==> src/rtl/mips_bubble_ctrl.sv <==
// ID-stage hazard/bubble controller: load-use stall sequencing, flush squash, hold freeze,
// registered ID/EX control bundle. Optional macro BUBBLE_CTRL_STATS_EN adds a bubble counter.
module mips_bubble_ctrl #(
  parameter int unsigned       CTRL_W     = 8,
  parameter int unsigned       STALL_CYC  = 1,
  parameter int unsigned       CNT_W      = 4,
  parameter logic [CTRL_W-1:0] BUBBLE_VAL = {CTRL_W{1'b0}}
) (
  input  logic              clk,
  input  logic              rst_n,
  input  logic [CTRL_W-1:0] ctrl_id,
  input  logic [4:0]        rs_id,
  input  logic [4:0]        rt_id,
  input  logic              uses_rt_id,
  input  logic              memread_ex,
  input  logic [4:0]        rt_ex,
  input  logic              flush,
  input  logic              hold,
  output logic [CTRL_W-1:0] ctrl_ex,
  output logic              pc_write,
  output logic              ifid_write,
  output logic              ifid_flush,
`ifdef BUBBLE_CTRL_STATS_EN
  output logic [31:0]       bubble_count,
`endif
  output logic              stall_active
);

  typedef enum logic [0:0] {
    RUN   = 1'b0,
    STALL = 1'b1
  } state_t;

  state_t            state_q, state_d;
  logic [CNT_W-1:0]  cnt_q, cnt_d;
  logic [CTRL_W-1:0] ctrl_q, ctrl_d;
  logic              haz_s;
  logic              bubble_inc_s;

  function automatic logic load_use_haz(
    input logic       memread,
    input logic [4:0] rt_load,
    input logic [4:0] rs,
    input logic [4:0] rt,
    input logic       uses_rt
  );
    return memread & (rt_load != 5'd0) & ((rt_load == rs) | (uses_rt & (rt_load == rt)));
  endfunction

  assign haz_s   = load_use_haz(memread_ex, rt_ex, rs_id, rt_id, uses_rt_id);
  assign ctrl_ex = ctrl_q;

  // Next-state, next bundle and pipeline enables; flush beats hold beats hazard.
  always_comb begin
    state_d      = state_q;
    cnt_d        = cnt_q;
    ctrl_d       = ctrl_q;
    pc_write     = 1'b0;
    ifid_write   = 1'b0;
    ifid_flush   = 1'b0;
    stall_active = 1'b0;
    bubble_inc_s = 1'b0;
    if (!rst_n) begin
      pc_write     = 1'b0;
      ifid_write   = 1'b0;
    end else if (flush) begin
      ctrl_d       = BUBBLE_VAL;
      state_d      = RUN;
      cnt_d        = {CNT_W{1'b0}};
      pc_write     = 1'b1;
      ifid_write   = 1'b1;
      ifid_flush   = 1'b1;
      bubble_inc_s = 1'b1;
    end else if (hold) begin
      stall_active = (state_q == STALL);
    end else begin
      case (state_q)
        RUN: begin
          if (haz_s) begin
            stall_active = 1'b1;
            ctrl_d       = BUBBLE_VAL;
            bubble_inc_s = 1'b1;
            if (STALL_CYC == 1) begin
              state_d = RUN;
            end else begin
              state_d = STALL;
              cnt_d   = CNT_W'(STALL_CYC - 1);
            end
          end else begin
            ctrl_d     = ctrl_id;
            pc_write   = 1'b1;
            ifid_write = 1'b1;
          end
        end
        STALL: begin
          // EX already holds a bubble here, so the hazard is not re-checked.
          stall_active = 1'b1;
          ctrl_d       = BUBBLE_VAL;
          bubble_inc_s = 1'b1;
          if (cnt_q == CNT_W'(1)) begin
            state_d = RUN;
            cnt_d   = {CNT_W{1'b0}};
          end else begin
            cnt_d = cnt_q - CNT_W'(1);
          end
        end
        default: begin
          state_d = RUN;
          cnt_d   = {CNT_W{1'b0}};
          ctrl_d  = BUBBLE_VAL;
        end
      endcase
    end
  end

  // State, stall counter and ID/EX control register.
  always_ff @(posedge clk or negedge rst_n) begin
    if (!rst_n) begin
      state_q <= RUN;
      cnt_q   <= {CNT_W{1'b0}};
      ctrl_q  <= BUBBLE_VAL;
    end else begin
      state_q <= state_d;
      cnt_q   <= cnt_d;
      ctrl_q  <= ctrl_d;
    end
  end

`ifdef BUBBLE_CTRL_STATS_EN
  logic [31:0] bubble_count_q, bubble_count_d;

  // Saturating count of bubbles injected by hazard, stall or flush.
  always_comb begin
    bubble_count_d = bubble_count_q;
    if (bubble_inc_s && (bubble_count_q != 32'hFFFF_FFFF)) begin
      bubble_count_d = bubble_count_q + 32'd1;
    end else begin
      bubble_count_d = bubble_count_q;
    end
  end

  // Bubble counter register.
  always_ff @(posedge clk or negedge rst_n) begin
    if (!rst_n) begin
      bubble_count_q <= 32'd0;
    end else begin
      bubble_count_q <= bubble_count_d;
    end
  end

  assign bubble_count = bubble_count_q;
`else
  logic unused_s;
  assign unused_s = bubble_inc_s;
`endif

endmodule
==> config.mk <==
export PLATFORM = sky130hd
export DESIGN_NAME = mips_bubble_ctrl
export DESIGN_NICKNAME = d
export VERILOG_FILES = /design/src/rtl/mips_bubble_ctrl.sv
export SDC_FILE = /design/constraint.sdc
export NUM_CORES = 1
export LEC_CHECK = 0
export CAP_MARGIN = 40
export CORE_UTILIZATION = 43
export CTS_CLUSTER_SIZE = 12
export DETAILED_ROUTE_END_ITERATION = 6
export GPL_TIMING_DRIVEN = 0
export PLACE_DENSITY = 0.84
export RECOVER_POWER = 100
export SYNTH_ARGS = -nofsm -noshare
export SYNTH_HDL_FRONTEND = slang
export SYNTH_SLANG_ARGS = --single-unit
==> constraint.sdc <==
create_clock -name clk -period 2.4 [get_ports clk]
set_input_delay 0.24 -clock clk [delete_from_list [all_inputs] [get_ports clk]]
set_output_delay 0.24 -clock clk [all_outputs]
set_load 0.005 [all_outputs]
# ---- Yosys cells after proc, flatten, opt, wreduce, memory -nomap -nowiden
# Index checks and enable logic that the tools add are counted.
dict set report totals {
  n_memories 0
  latch_bits 0
  rom_bits 0
  word_cells 41
  register_bits 13
  mem_bits_rw 0
}
dict set report op_classes {
  mul 0
  add_sub_neg 1
  eq_ne 5
  n_mux 24
  n_reduce_logical 3
  bitwise_logic 5
  shift 0
  div_mod_pow 0
  magnitude_cmp 0
}
# op count
set op_table {}
lappend op_table {{$mux W8} 3}
lappend op_table {{$mux W4} 4}
lappend op_table {{$pmux W8 S2} 1}
lappend op_table {{$mux W1} 14}
lappend op_table {{$eq A5 B5 Y1} 2}
lappend op_table {{$reduce_bool A5 Y1} 1}
lappend op_table {{$eq A4 B1 Y1 const B} 1}
lappend op_table {{$ne A2 B2 Y1 const B} 2}
lappend op_table {{$pmux W1 S2} 2}
lappend op_table {{$sub A4 B1 Y4 const B} 1}
lappend op_table {{$and A1 B1 Y1} 3}
lappend op_table {{$reduce_and A3 Y1} 1}
lappend op_table {{$reduce_and A2 Y1} 1}
lappend op_table {{$not A1 Y1} 1}
lappend op_table {{$or A1 B1 Y1} 1}

# ---- Depth between registers and ports, before layout
dict set report logic_depth {
  ltp_word 9
  ltp_mapped 6
  ltp_nobuf 6
}

# ---- Worst setup path after synthesis
# OpenSTA, ideal clock, no wires.
dict set report synth_path {
  path_kind {input to output}
  from {input rt_ex[3]}
  to {output pc_write}
  path_slack_ns 0.804
  path_buffers 1
  stages 5
  arrival_ns 1.356
  path_cell_list {or4_4 -> o21ai_4 -> nor2_1 -> a21oi_2 -> buf_4}
}
dict set report synth_via {
  elab_chain_len 9
}
# item line_no
set synth_lines {}
lappend synth_lines {{start, declared} 16} ;# input logic [4:0] rt_ex,
lappend synth_lines {{$eq A5 B5 Y1} 47} ;# return memread & (rt_load != 5'd0) & ((rt_load == rs) | (uses_rt & (rt_load == rt)));
lappend synth_lines {{$and A1 B1 Y1} 47}
lappend synth_lines {{$or A1 B1 Y1} 47}
lappend synth_lines {{$and A1 B1 Y1 *} 47}
lappend synth_lines {{$mux W1 * (5 in series)} n/a}
lappend synth_lines {{end, declared} 20} ;# output logic pc_write,
# Every way passes the cells marked *; elsewhere a longest branch is shown, timed or not.

# ---- Worst setup path in the final report
dict set report layout_path {
  from {input rt_ex[3]}
  to {output pc_write}
}
dict set report layout_via {
  elab_chain_len 9
}
# item line_no
set layout_lines {}
lappend layout_lines {{$eq A5 B5 Y1} 47}
lappend layout_lines {{$and A1 B1 Y1} 47}
lappend layout_lines {{$or A1 B1 Y1} 47}
lappend layout_lines {{$and A1 B1 Y1 *} 47}
lappend layout_lines {{$mux W1 *} 79} ;# if (haz_s) begin
lappend layout_lines {{$mux W1 *} 77} ;# case (state_q)
lappend layout_lines {{$mux W1 *} 74} ;# end else if (hold) begin
lappend layout_lines {{$mux W1 *} 66} ;# end else if (flush) begin
lappend layout_lines {{$mux W1 *} 63} ;# if (!rst_n) begin
# Marked as above.

==> impl_metrics.ini <==
[timing]
clock.fmax_ghz = 0.433
setup_viol = 0
fin_hold_ws_ns = 0.0706
relSlewSlack_pct = 46.1
timing.final.crit_share_pct = 96.1
fin_worst_skew_ns = 0.00465
fin_ws_ns = 0.0930
worst_slew_pin_slew_ns = 0.802
rsz0062_at_grt = false
hold_viol_final = 0
min_period_ns = 2.31
drv_slew = 0
setup_tns_ns = 0

[worst_setup_path]
cp.required_ns = 2.16
setup.worst_path.end = pc_write
reg2reg_depth = 4
rrSetupSlack_ns = 0.58
arrival_ns = 2.07
regToRegEndpoint = ctrl_ex[3]
startpoint = rt_ex[3]
crit_fanout = 3
regToRegStartpoint = state_q
end_kind = output pin
cp-start-kind = input port
crit_type = input port to output pin

[power_and_ir_drop]
p_int_w = 0.000457
seq_power_share_pct = 43.3
p_comb_share_pct = 35.3
power.leakage_nw = 0.545
irDropWorstVdd_mv = 0.341
power.switching_w = 0.000209
p_per_area_nw_per_um2 = 500
p_clk_share_pct = 21.5
p_sw_share_pct = 31.4

[clocking]
root_buffer = clkbuf_4
numCtsBuffers = 3
clk_pin_slew_ns = 0.08
clk_path_buf_depth = 2
cts.sinks = 13
clock_latency_ns = 0.29
h-tree-depth = 1
cts_tree = done

[routing]
wirelength_um = 2280
vias_per_cell = 5.37
drcViolationCount = 0
drt_pass1_iterations = 4
drt_iter0_drc = 5
vias = 892
ant_nets = 0
wl_per_cell_um = 13.7

[cells_and_area]
drive_gt1_share_pct = 9.93
syn_to_final_growth_pct = 56.2
final_area_um2 = 1330
mostFrequentLayoutCells = clkdlybuf4s50_1 (26), nand2_1 (16), dfrtp_1 (13)
antennaDiodeCount = 0
nFillCells = 136
final_util_pct = 74.7
mostFrequentLayoutCell = clkdlybuf4s50_1
nets = 173

[run]
drv_cap = 0

[global_routing]
grt_use_total_pct = 23.9
grt_pass1_wl_um = 3590
antenna_found_initial = 0
overflow = 0
grt_start_max_net_pins = 19
grt_pass1_vias = 858

[synthesis]
synth.largest_area_cell = dfrtp_1
synthFlopType = dfrtp_1
synthesis.area_um2 = 852
avgSynthCellArea_um2 = 9.16
yosysWarnings = 0
synth_seq_cells = 13
yosysUniqueCellTypes = 28
synth_area_leaders = dfrtp_1 (38%), xnor2_1 (10%), a32oi_1 (8.2%), nand2_1 (7.0%), o21ai_1 (5.9%)
seq_area_frac_synth_pct = 38.2
synth_edf_count = 0
netlist_instances = 93
syn_nets = 124
synth_top_area_share_pct = 38.2
async_flop_share_pct = 100

[floorplan]
rows = 15
die-area_um2 = 2160
io-pin-count = 41
initial_utilization_pct = 47.8
fp.dieH_um = 46.5
die_w_um = 46.5
core_um2 = 1780

[place]
post_dp_cell_area_um2 = 1280
hpwl_um = 1700
place_ws_ns = -0.261
place.gp.congestion = 0.697
portBuffers = 40

[run_status]
outcome = finished, final reports clean

[worst_hold_path]
hold_path_class = input port to async pin
==> cells by family (layout without fill, tap and decap cells) <==
logic type	count (synthesis)	in the layout	share of synthesized area, %
AO/OA/AOI/OAI	28	28	24.8
XOR/XNOR	10	10	10.3
adder cells (fa/ha/maj)	2	2	2.94
buffers and inverters	7	55	3.82
flip-flops	13	13	38.2
AND/OR/NAND/NOR	33	33	20.0
==> how the worst min path moves through the flow <==
stage	end	slack, ns	cells past startpoint
6_report	ctrl_ex[4]	0.07	1
4_1_cts	cnt_q[2]	0.12	1
3_5_place_dp	ctrl_ex[1]	0.49	2
2_1_floorplan	cnt_q[0]	-0.06	0
3_3_place_gp	ctrl_ex[0]	0.49	2
5_1_grt	cnt_q[2]	0.12	1
==> cell type report <==
class	instances	area, um^2	area share [%]
Multi-Input combinational cell	73	490	36.8
Timing Repair Buffer	44	425	32.0
Sequential cell	13	325	24.4
Tap cell	25	31.3	2.35
Clock buffer	4	26.3	1.97
Buffer	3	17.5	1.32
Inverter	4	15.0	1.13
==> critical path: stages <==
cell	delay (ns)
dlygate4sd2_1	0.28
or4_4	0.56
o21ai_4	0.16
nor2_1	0.06
a21oi_2	0.14
clkbuf_4	0.14
clkdlybuf4s50_1	0.48
==> state kept, by name, indices dropped and copies added, names as in the netlist <==
signal	cells
cnt_q	4
ctrl_ex	8
state_q	1
==> per-layer routing <==
layer / vias to the layer above / share of wire [%] / GRT usage, %
li1: 438 / - / -
met3: 4 / 4.7 / 7.06
met1: 421 / 39 / 26.3
met5: - / 0 / 0
met4: 0 / 1.7 / 9.41
met2: 29 / 55 / 42.2
==> power by group through the flow <==
| stage | Sequential [W] | Combinational (W) | Clock (W) |
|---|---|---|---|
| global placement | 0.000290 | 0.000230 | 0 |
| global route | 0.000294 | 0.000260 | 0.000157 |
| CTS | 0.000289 | 0.000244 | 0.000144 |
| finish | 0.000288 | 0.000235 | 0.000143 |
| floorplan | 0.000287 | 0.000121 | 0 |
| detailed placement | 0.000293 | 0.000241 | 0 |
==> Yosys cell counts (all sizes together) (2+ instances only) <==
master	instances
nand2	16
nand2b	3
a2bb2oi	2
dfrtp	13
buf	3
nor3	2
o21ai	12
ha	2
a32oi	8
or3	3
nor2	4
inv	4
xnor2	10
==> per-stage QoR <==
step / std cells / total power [W]
floorplan: 93 / 0.000408
global placement: 158 / 0.000521
detailed placement: 158 / 0.000534
CTS: 164 / 0.000677
global route: 166 / 0.000712
finish: 166 / 0.000666
==> what timing repair did <==
action | CTS | global route
setup buffers | 2 | 2
hold buffers | 0 | 0
pin swaps | 1 | 1
endpoints found under the setup margin | 3 | 2
gates resized for setup | 6 | 1
No activity file was read; power rests on OpenSTA's default activity.
